File: config.mk
export PLATFORM = sky130hd
export DESIGN_NAME = text_buffer_ctrl
export DESIGN_NICKNAME = d
export VERILOG_FILES = /design/src/rtl/display_pkg.sv /design/src/rtl/cursor_blink.sv /design/src/rtl/text_buffer_ctrl.sv
export SDC_FILE = /design/constraint.sdc
export NUM_CORES = 1
export LEC_CHECK = 0
export CELL_PAD_IN_SITES_DETAIL_PLACEMENT = 1
export CELL_PAD_IN_SITES_GLOBAL_PLACEMENT = 2
export CORE_UTILIZATION = 32
export DETAILED_ROUTE_END_ITERATION = 6
export PLACE_DENSITY = 0.85
export SLEW_MARGIN = 10
export SYNTH_ARGS = -nofsm -noshare
export SYNTH_HDL_FRONTEND = slang
export SYNTH_SLANG_ARGS = --single-unit
File: constraint.sdc
create_clock -name Clk -period 6.05 [get_ports Clk]
set_input_delay 1.815 -clock Clk [delete_from_list [all_inputs] [get_ports Clk]]
set_output_delay 1.815 -clock Clk [all_outputs]
set_load 0.05 [all_outputs]
File: src/rtl/display_pkg.sv
// display_pkg: shared state encoding and control codes for the text-mode buffer controller.
package display_pkg;

   typedef enum logic [2:0] {
      CLEAR,
      IDLE,
      SCROLL_RD,
      SCROLL_WR,
      SCROLL_FILL
   } tb_state_t;

   localparam logic [7:0] CHAR_BS = 8'h08;
   localparam logic [7:0] CHAR_LF = 8'h0A;
   localparam logic [7:0] CHAR_CR = 8'h0D;

endpackage

File: src/rtl/cursor_blink.sv
// cursor_blink: blink phase for the cursor overlay, restartable on activity.
// Only compiled when CURSOR_BLINK_EN is defined.
`ifdef CURSOR_BLINK_EN
module cursor_blink #(
   parameter int unsigned BLINK_LOG2 = 24
) (
   input  logic Clk,
   input  logic Reset_N,
   input  logic Restart,
   input  logic Enable,
   output logic Visible
);

   logic [BLINK_LOG2-1:0] count;

   // Phase flips when the counter wraps; frozen while Enable is low.
   always_ff @(posedge Clk or negedge Reset_N) begin
      if (!Reset_N) begin
         count   <= '0;
         Visible <= 1'b1;
      end else if (Restart) begin
         count   <= '0;
         Visible <= 1'b1;
      end else if (Enable) begin
         count <= count + BLINK_LOG2'(1);
         if (&count)
            Visible <= ~Visible;
      end
   end

endmodule
`endif

File: src/rtl/text_buffer_ctrl.sv
// text_buffer_ctrl: write-side controller for port B of the text-mode character RAM.
// Define CURSOR_BLINK_EN to blink the cursor overlay; otherwise it is steady in IDLE.
module text_buffer_ctrl
   import display_pkg::*;
#(
   parameter int unsigned       COLS       = 80,
   parameter int unsigned       ROWS       = 30,
   parameter int unsigned       CHAR_W     = 8,
   parameter logic [CHAR_W-1:0] BLANK      = '0,
   parameter int unsigned       BLINK_LOG2 = 24,
   localparam int unsigned      ADDR_W     = $clog2(COLS*ROWS)
) (
   input  logic              Clk,
   input  logic              Reset_N,
   input  logic              CharWE,
   input  logic [CHAR_W-1:0] CharIn,
   input  logic              AddressWE,
   input  logic [ADDR_W-1:0] AddressIn,
   input  logic              ClearReq,
   output logic              Ready,
   output logic [ADDR_W-1:0] MemAddr,
   output logic [CHAR_W-1:0] MemWrData,
   output logic              MemWE,
   input  logic [CHAR_W-1:0] MemRdData,
   output logic [ADDR_W-1:0] CursorAddr,
   output logic              CursorVisible
);

   localparam int unsigned       CELLS     = COLS*ROWS;
   localparam logic [ADDR_W-1:0] ONE       = ADDR_W'(1);
   localparam logic [ADDR_W-1:0] COLS_A    = ADDR_W'(COLS);
   localparam logic [ADDR_W-1:0] LAST_CELL = ADDR_W'(CELLS-1);
   localparam logic [ADDR_W-1:0] LAST_ROW  = ADDR_W'((ROWS-1)*COLS);
   localparam logic [ADDR_W-1:0] LAST_COPY = ADDR_W'(CELLS-COLS-1);
   localparam logic [ADDR_W:0]   CELLS_W   = (ADDR_W+1)'(CELLS);

   tb_state_t         state;
   logic [ADDR_W-1:0] index;
   logic [ADDR_W-1:0] rowStart;
   logic [ADDR_W:0]   cursorInc;
   logic [7:0]        code;
   logic              doClear, doMove, doChar;
   logic              isBs, isLf, isCr, isPrint, scrollGo;

   // Row start by comparison against row boundaries, avoiding a divider.
   function automatic logic [ADDR_W-1:0] rowStartOf(input logic [ADDR_W-1:0] a);
      rowStartOf = '0;
      for (int r = 1; r < int'(ROWS); r++)
         if (a >= ADDR_W'(r*COLS))
            rowStartOf = ADDR_W'(r*COLS);
   endfunction

   assign Ready     = (state == IDLE);
   assign code      = CharIn[7:0];
   assign cursorInc = {1'b0, CursorAddr} + (ADDR_W+1)'(1);

   // Request arbitration: clear beats move beats character.
   always_comb begin
      doClear = 1'b0;
      doMove  = 1'b0;
      doChar  = 1'b0;
      if (Ready) begin
         if (ClearReq)
            doClear = 1'b1;
         else if (AddressWE)
            doMove = ({1'b0, AddressIn} < CELLS_W);
         else
            doChar = CharWE;
      end
   end

   assign isBs     = doChar && (code == CHAR_BS);
   assign isLf     = doChar && (code == CHAR_LF);
   assign isCr     = doChar && (code == CHAR_CR);
   assign isPrint  = doChar && !(code == CHAR_BS || code == CHAR_LF || code == CHAR_CR);
   assign scrollGo = (isLf && rowStart == LAST_ROW) || (isPrint && cursorInc == CELLS_W);

   always_ff @(posedge Clk or negedge Reset_N) begin
      if (!Reset_N) begin
         state      <= CLEAR;
         index      <= '0;
         CursorAddr <= '0;
         rowStart   <= '0;
      end else begin
         case (state)
            CLEAR: begin
               CursorAddr <= '0;
               rowStart   <= '0;
               if (index == LAST_CELL) begin
                  state <= IDLE;
                  index <= '0;
               end else
                  index <= index + ONE;
            end
            IDLE: begin
               if (doClear) begin
                  state <= CLEAR;
                  index <= '0;
               end else if (scrollGo) begin
                  state      <= (ROWS > 1) ? SCROLL_RD : SCROLL_FILL;
                  index      <= '0;
                  CursorAddr <= LAST_ROW;
                  rowStart   <= LAST_ROW;
               end else if (doMove) begin
                  CursorAddr <= AddressIn;
                  rowStart   <= rowStartOf(AddressIn);
               end else if (isBs && CursorAddr != '0) begin
                  CursorAddr <= CursorAddr - ONE;
                  if (CursorAddr == rowStart)
                     rowStart <= rowStart - COLS_A;
               end else if (isLf) begin
                  CursorAddr <= rowStart + COLS_A;
                  rowStart   <= rowStart + COLS_A;
               end else if (isCr) begin
                  CursorAddr <= rowStart;
               end else if (isPrint) begin
                  CursorAddr <= ADDR_W'(cursorInc);
                  if (ADDR_W'(cursorInc) == rowStart + COLS_A)
                     rowStart <= rowStart + COLS_A;
               end
            end
            SCROLL_RD: state <= SCROLL_WR;
            SCROLL_WR: begin
               if (index == LAST_COPY) begin
                  state <= SCROLL_FILL;
                  index <= LAST_ROW;
               end else begin
                  state <= SCROLL_RD;
                  index <= index + ONE;
               end
            end
            SCROLL_FILL: begin
               if (index == LAST_CELL) begin
                  state <= IDLE;
                  index <= '0;
               end else
                  index <= index + ONE;
            end
            default: begin
               state <= CLEAR;
               index <= '0;
            end
         endcase
      end
   end

   // Port B drive; IDLE writes follow the accepted strobe in the same cycle.
   always_comb begin
      MemWE     = 1'b0;
      MemAddr   = index;
      MemWrData = BLANK;
      case (state)
         CLEAR:     MemWE = Reset_N;
         IDLE: begin
            if (isBs && CursorAddr != '0) begin
               MemWE   = 1'b1;
               MemAddr = CursorAddr - ONE;
            end else if (isPrint) begin
               MemWE     = 1'b1;
               MemAddr   = CursorAddr;
               MemWrData = CharIn;
            end
         end
         SCROLL_RD: MemAddr = index + COLS_A;
         SCROLL_WR: begin
            MemWE     = 1'b1;
            MemWrData = MemRdData;
         end
         SCROLL_FILL: MemWE = 1'b1;
         default: MemWE = 1'b0;
      endcase
   end

`ifdef CURSOR_BLINK_EN
   logic blinkOn;

   cursor_blink #(
      .BLINK_LOG2(BLINK_LOG2)
   ) blink (
      .Clk     (Clk),
      .Reset_N (Reset_N),
      .Restart (doMove | doChar),
      .Enable  (Ready),
      .Visible (blinkOn)
   );

   assign CursorVisible = Ready & blinkOn;
`else
   assign CursorVisible = Ready;
`endif

endmodule
== Yosys cells after proc, flatten, opt, wreduce, memory -nomap -nowiden ==
Cells that the tools add are included.
W data, S select, Z words.

* Bits in registers: 39
* Latch bits: 0
* Memory bits (writable): 0
* Memory bits (read-only): 0
* Input bits: 33
* Output and inout bits: 35
* Word-level logic and storage cells: 156
* Memories: 0

* $add $sub $neg: 6
* Multipliers: 0
* Div/mod/pow operators: 0
* Order comparisons: 30
* Equal/unequal tests: 21
* Shifts and indexed selects: 0
* Mux-type cells: 74
* Bitwise gates (word level): 1
* Reduce and logical (&&, ||, !) cells: 20

{| class="wikitable"
|+ Operators by type and width
! operator !! count
|-
| $mux W12 || 50
|-
| $ge A12 B11 Y1 const B || 13
|-
| $ge A12 B10 Y1 const B || 6
|-
| $pmux W12 S2 || 3
|-
| $ge A12 B12 Y1 const B || 4
|-
| $pmux W12 S4 || 1
|-
| $eq A12 B12 Y1 const B || 3
|-
| $ge A12 B9 Y1 const B || 3
|-
| $add A12 B7 Y12 const B || 2
|-
| $eq A12 B12 Y1 || 2
|-
| $eq A8 B4 Y1 const B || 3
|-
| $ge A12 B8 Y1 const B || 2
|-
| $mux W8 || 2
|-
| $pmux W8 S2 || 1
|-
| $add A12 B1 Y13 const B || 1
|-
| $eq A13 B12 Y1 const B || 1
|-
| $add A12 B1 Y12 const B || 1
|-
| $ge A12 B7 Y1 const B || 1
|-
| $lt A12 B12 Y1 const B || 1
|-
| $mux W3 || 4
|-
| $ne A6 B1 Y1 const B || 2
|-
| $pmux W3 S4 || 1
|-
| $reduce_bool A12 Y1 || 1
|-
| $sub A12 B1 Y12 const B || 1
|-
| 23 further kinds || 43
|}

== Longest topological paths before layout ==
* Depth in word-level cells: 34
* Depth in mapped cells: 14
* Depth with buffers taken out: 10

== Worst setup path before layout ==
OpenSTA, ideal clock, no wires.

* Path type: input-to-output
* Start point: in CharIn[7]
* End point: out MemAddr[4]
* Arrival time: 4.695 ns
* Data required time: 4.235 ns
* Path slack: -0.460 ns
* Cell stages on the path: 9
* Path buffers: 3
* Cell sequence: nor4_1 -> nand4_4 -> buf_6 -> or4_4 -> buf_6 -> buf_2 -> o32ai_1 -> a21oi_1 -> o21ai_0

* Longest elaborated chain between the ends: 8
* Elaborated cells on any way between the ends: 12
* Those cells by class: eq/ne: 3; mux: 3; reduce/logical: 6

{| class="wikitable"
|+ Ends and longest elaborated chain
! item !! RTL line !! source
|-
| start, declared || text_buffer_ctrl.sv:16 || <nowiki>input logic [CHAR_W-1:0] CharIn,</nowiki>
|-
| $eq A8 B4 Y1 (on tied branches) || text_buffer_ctrl.sv:72, text_buffer_ctrl.sv:75 ||
|-
| $logic_or A1 B1 Y1 (2 in series) || text_buffer_ctrl.sv:75 || <nowiki>assign isPrint = doChar && !(code == CHAR_BS || code == CHAR_LF || code == CHAR_CR);</nowiki>
|-
| $logic_not A1 Y1 || text_buffer_ctrl.sv:75 ||
|-
| $logic_and A1 B1 Y1 || text_buffer_ctrl.sv:75 ||
|-
| $mux W12 || text_buffer_ctrl.sv:158 || <nowiki>end else if (isPrint) begin</nowiki>
|-
| $mux W12 * || text_buffer_ctrl.sv:155 || <nowiki>if (isBs && CursorAddr != '0) begin</nowiki>
|-
| $pmux W12 S2 * || text_buffer_ctrl.sv:152 || <nowiki>case (state)</nowiki>
|-
| end, declared || text_buffer_ctrl.sv:21 || <nowiki>output logic [ADDR_W-1:0] MemAddr,</nowiki>
|}

Every way passes the cells marked *; elsewhere a longest branch is shown, timed or not.

== Worst setup path after layout ==
* Start point: in CharIn[0]
* End point: out MemAddr[6]

Same word-level chain as after synthesis.

==> results.json <==
{
  "end_kind": "primary output",
  "netlist_area_mm2": 0.00493,
  "numPortBuffers": 67,
  "tightest_slew_ns": 0.912,
  "htreeDepth": 2,
  "reg2reg_to": "rowStart[4]$_DFFE_PN0P_",
  "synthCells": 702,
  "hp-start": "index[2]$_DFFE_PN0P_",
  "finalWorstSetupSlack_ns": 0.166,
  "drt_iter0_drc": 510,
  "syn_avg_cell_area_um2": 7.02,
  "power.total_w": 0.000716,
  "synth_warnings": 0,
  "grt_pass1_vias": 6012,
  "die-height_um": 126,
  "timing.fmax_ghz": 0.170,
  "path_class": "input pin to primary output",
  "die_area_mm2": 0.0159,
  "std_cell_rows": 44,
  "r2r_start": "CursorAddr[1]$_DFFE_PN0P_",
  "required_ns": 4.24,
  "post-route-period-util_pct": 97.3,
  "synthTopCellsByArea": "dfrtp_1 (18%), o21ai_0 (6.0%), nor2_1 (5.6%)",
  "r2r_slack_ns": 1.87,
  "wl_per_cell_um": 21.7,
  "fin_skew_ns": 0.00689,
  "power_density_mw_per_mm2": 115,
  "antennaDiodeCount": 0,
  "vias": 5824,
  "hold_viol": 0,
  "via_per_inst": 6.29,
  "ios": 68,
  "tritoncts": "yes",
  "ctsHoldBuffers": 0,
  "antenna_found_initial": 0,
  "detail-route-antenna-nets": 0,
  "die_w_um": 126,
  "yosysSeqAreaShare_pct": 17.8,
  "grt_max_degree": 36,
  "dp_slack_ns": -0.126,
  "setup_viol": 0,
  "outcome": "complete, no violations",
  "path_clk_slew_ns": 0.06,
  "netlist.area_leader.share_pct": 17.8,
  "coreArea_mm2": 0.0148,
  "drive_gt1_share_pct": 13.9,
  "drtPass1Iterations": 5,
  "initial_core_util_pct": 33.4,
  "finalNonFillerCells": 926,
  "rsz0062_at_grt": "false",
  "clock_sinks": 35,
  "start_kind": "input pin",
  "dp_hpwl_um": 15000,
  "slew_headroom_pct": 37.6,
  "synth_fp_nets": 745,
  "drt-total-wl_um": 20100,
  "grt_pass1_wl_um": 32800,
  "hold_class": "register to register",
  "min_path_cells": 1,
  "clk_latency_ns": 0.28,
  "dpl.cell_count": 916,
  "arrival_ns": 4.07,
  "ys.flop_type": "dfrtp_1",
  "finalWorstPathRequiredPeriod_ns": 5.88,
  "cts_made_buffers": 5,
  "cts-root-buf": "clkbuf_16",
  "worst-r2r-cell-count": 14,
  "synth_cell_types": 85,
  "gp_congestion": 0.918,
  "synth_top_cell_by_area": "dfrtp_1",
  "cts_buffer_depth": 2,
  "fin_nets": 785,
  "timing.setup.tns_ns": 0,
  "post-route-util_pct": 42.3,
  "async_flop_share_pct": 100,
  "syn_to_final_growth_pct": 26.6,
  "cap_violations": 0,
  "synth-seq-cells": 35,
  "synth_edf_count": 0,
  "grt_overflow": 0,
  "critPathMaxFanout": 8,
  "hold_path_end": "index[2]$_DFFE_PN0P_",
  "drc": 0,
  "grt_usage_pct": 25.7,
  "leakage_nw": 2.45,
  "drv_slew": 0,
  "peakVddDrop_uv": 103
}
how the worst max path moves through the flow:
| stage | from | end | slack (ns) | cells after the start |
|---|---|---|---|---|
| CTS | CharIn[4] | MemAddr[8] | 0.001 | 11 |
| detailed placement | CharIn[7] | MemAddr[8] | -0.13 | 10 |
| global route | CharIn[2] | MemAddr[8] | 0.07 | 10 |
| global placement | CharIn[7] | MemAddr[8] | -0.0009 | 10 |
| finish | CharIn[0] | MemAddr[6] | 0.17 | 9 |
| floorplan | CharIn[7] | MemAddr[4] | 0.04 | 9 |
kinds of logic (layout without fill, tap and decap cells):
| family | after synthesis | in the layout | share of synthesized area [%] |
|---|---|---|---|
| xor gates and xnor gates | 36 | 36 | 6.96 |
| muxes | 9 | 9 | 1.90 |
| and+or+nand+nor | 268 | 268 | 27.4 |
| DFF | 35 | 35 | 17.8 |
| adders and majority gates | 10 | 10 | 2.54 |
| buffers and inverters | 88 | 128 | 7.92 |
| AOI/OAI and AO/OA | 256 | 256 | 35.5 |
cells in the final DEF (no fill, tap or decap), types with 13 or more instances in the layout:
| master | Yosys | final |
|---|---|---|
| clkdlybuf4s50_1 | 0 | 38 |
| buf_4 | 3 | 34 |
| nand3_1 | 21 | 21 |
| dfrtp_1 | 35 | 35 |
| a211oi_1 | 13 | 13 |
| inv_1 | 18 | 18 |
| a22o_1 | 14 | 14 |
| buf_12 | 0 | 19 |
| nor3_1 | 19 | 18 |
| a21oi_1 | 45 | 43 |
| xnor2_1 | 22 | 22 |
| o21ai_0 | 59 | 55 |
| nand2_1 | 69 | 68 |
| nor2_1 | 73 | 71 |
synthesized netlist by cell type (5+ instances only):
cell type  instances
o21a_1             5
inv_1             18
nand3_1           21
or3_1             10
a21oi_1           45
a211oi_1          13
o211ai_1           8
o21ai_0           59
xnor2_1           22
nand2b_1           5
clkbuf_1          46
o22ai_1           11
xor2_1            12
nand2_1           69
a21o_1             9
nand4_1            7
and3_1             8
a22o_1            14
a31oi_1           11
nor3_1            19
a221oi_1           6
buf_2             10
and2_1             9
mux2i_1            6
buf_1              5
nor4_1             7
ha_1              10
o31ai_1           11
dfrtp_1           35
or2_2              8
nor2_1            73
per-stage QoR:
stage,hold slack [ns],cell area (um2)
2_1_floorplan,0.473,4950
3_3_place_gp,0.530,5970
3_5_place_dp,0.546,5970
4_1_cts,0.556,6140
5_1_grt,0.589,6240
6_report,0.549,6240
sequential cells by signal, indices dropped and copies added, names as in the netlist:
signal      count
index          12
state           3
rowStart        8
CursorAddr     12
layer usage:
| metal | up-vias | global-route usage (%) | wire [um] |
|---|---|---|---|
| met5 | - | 0 | 0 |
| met4 | 0 | 6.31 | 362 |
| met3 | 29 | 3.36 | 887 |
| met2 | 155 | 43.1 | 9520 |
| met1 | 2931 | 34.9 | 9290 |
| li1 | 2709 | - | - |
critical path, stage by stage:
cell	delay, ns
clkdlybuf4s50_1	0.50
or2_2	0.38
or4_4	0.51
buf_12	0.17
nor2_4	0.10
nor2_2	0.05
o221ai_2	0.19
o311ai_4	0.16
buf_12	0.18
layout make-up:
cell class,instances,area (um2)
Fill cell,1828,8520
Multi-Input combinational cell,579,3750
Timing Repair Buffer,102,1160
Sequential cell,35,876
Tap cell,184,230
Clock buffer,6,139
Inverter,19,76.3
Clock inverter,1,5.00
repair_timing:
| action | CTS | global route |
|---|---|---|
| setup buffers | 2 | 2 |
| pin swaps | 2 | 7 |
| setup endpoints to repair | 10 | 8 |
| resized for setup | 2 | 25 |
report_power, final:
part	switching [W]	leakage [nW]	internal [W]	total, W
logic	0.000112	1.92	0.0000798	0.000192
clock network	0.000104	0.0727	0.000161	0.000265
registers	0.0000199	0.458	0.000239	0.000259
total	0.000237	2.45	0.000480	0.000716
Power figures use the tool's default switching activity.
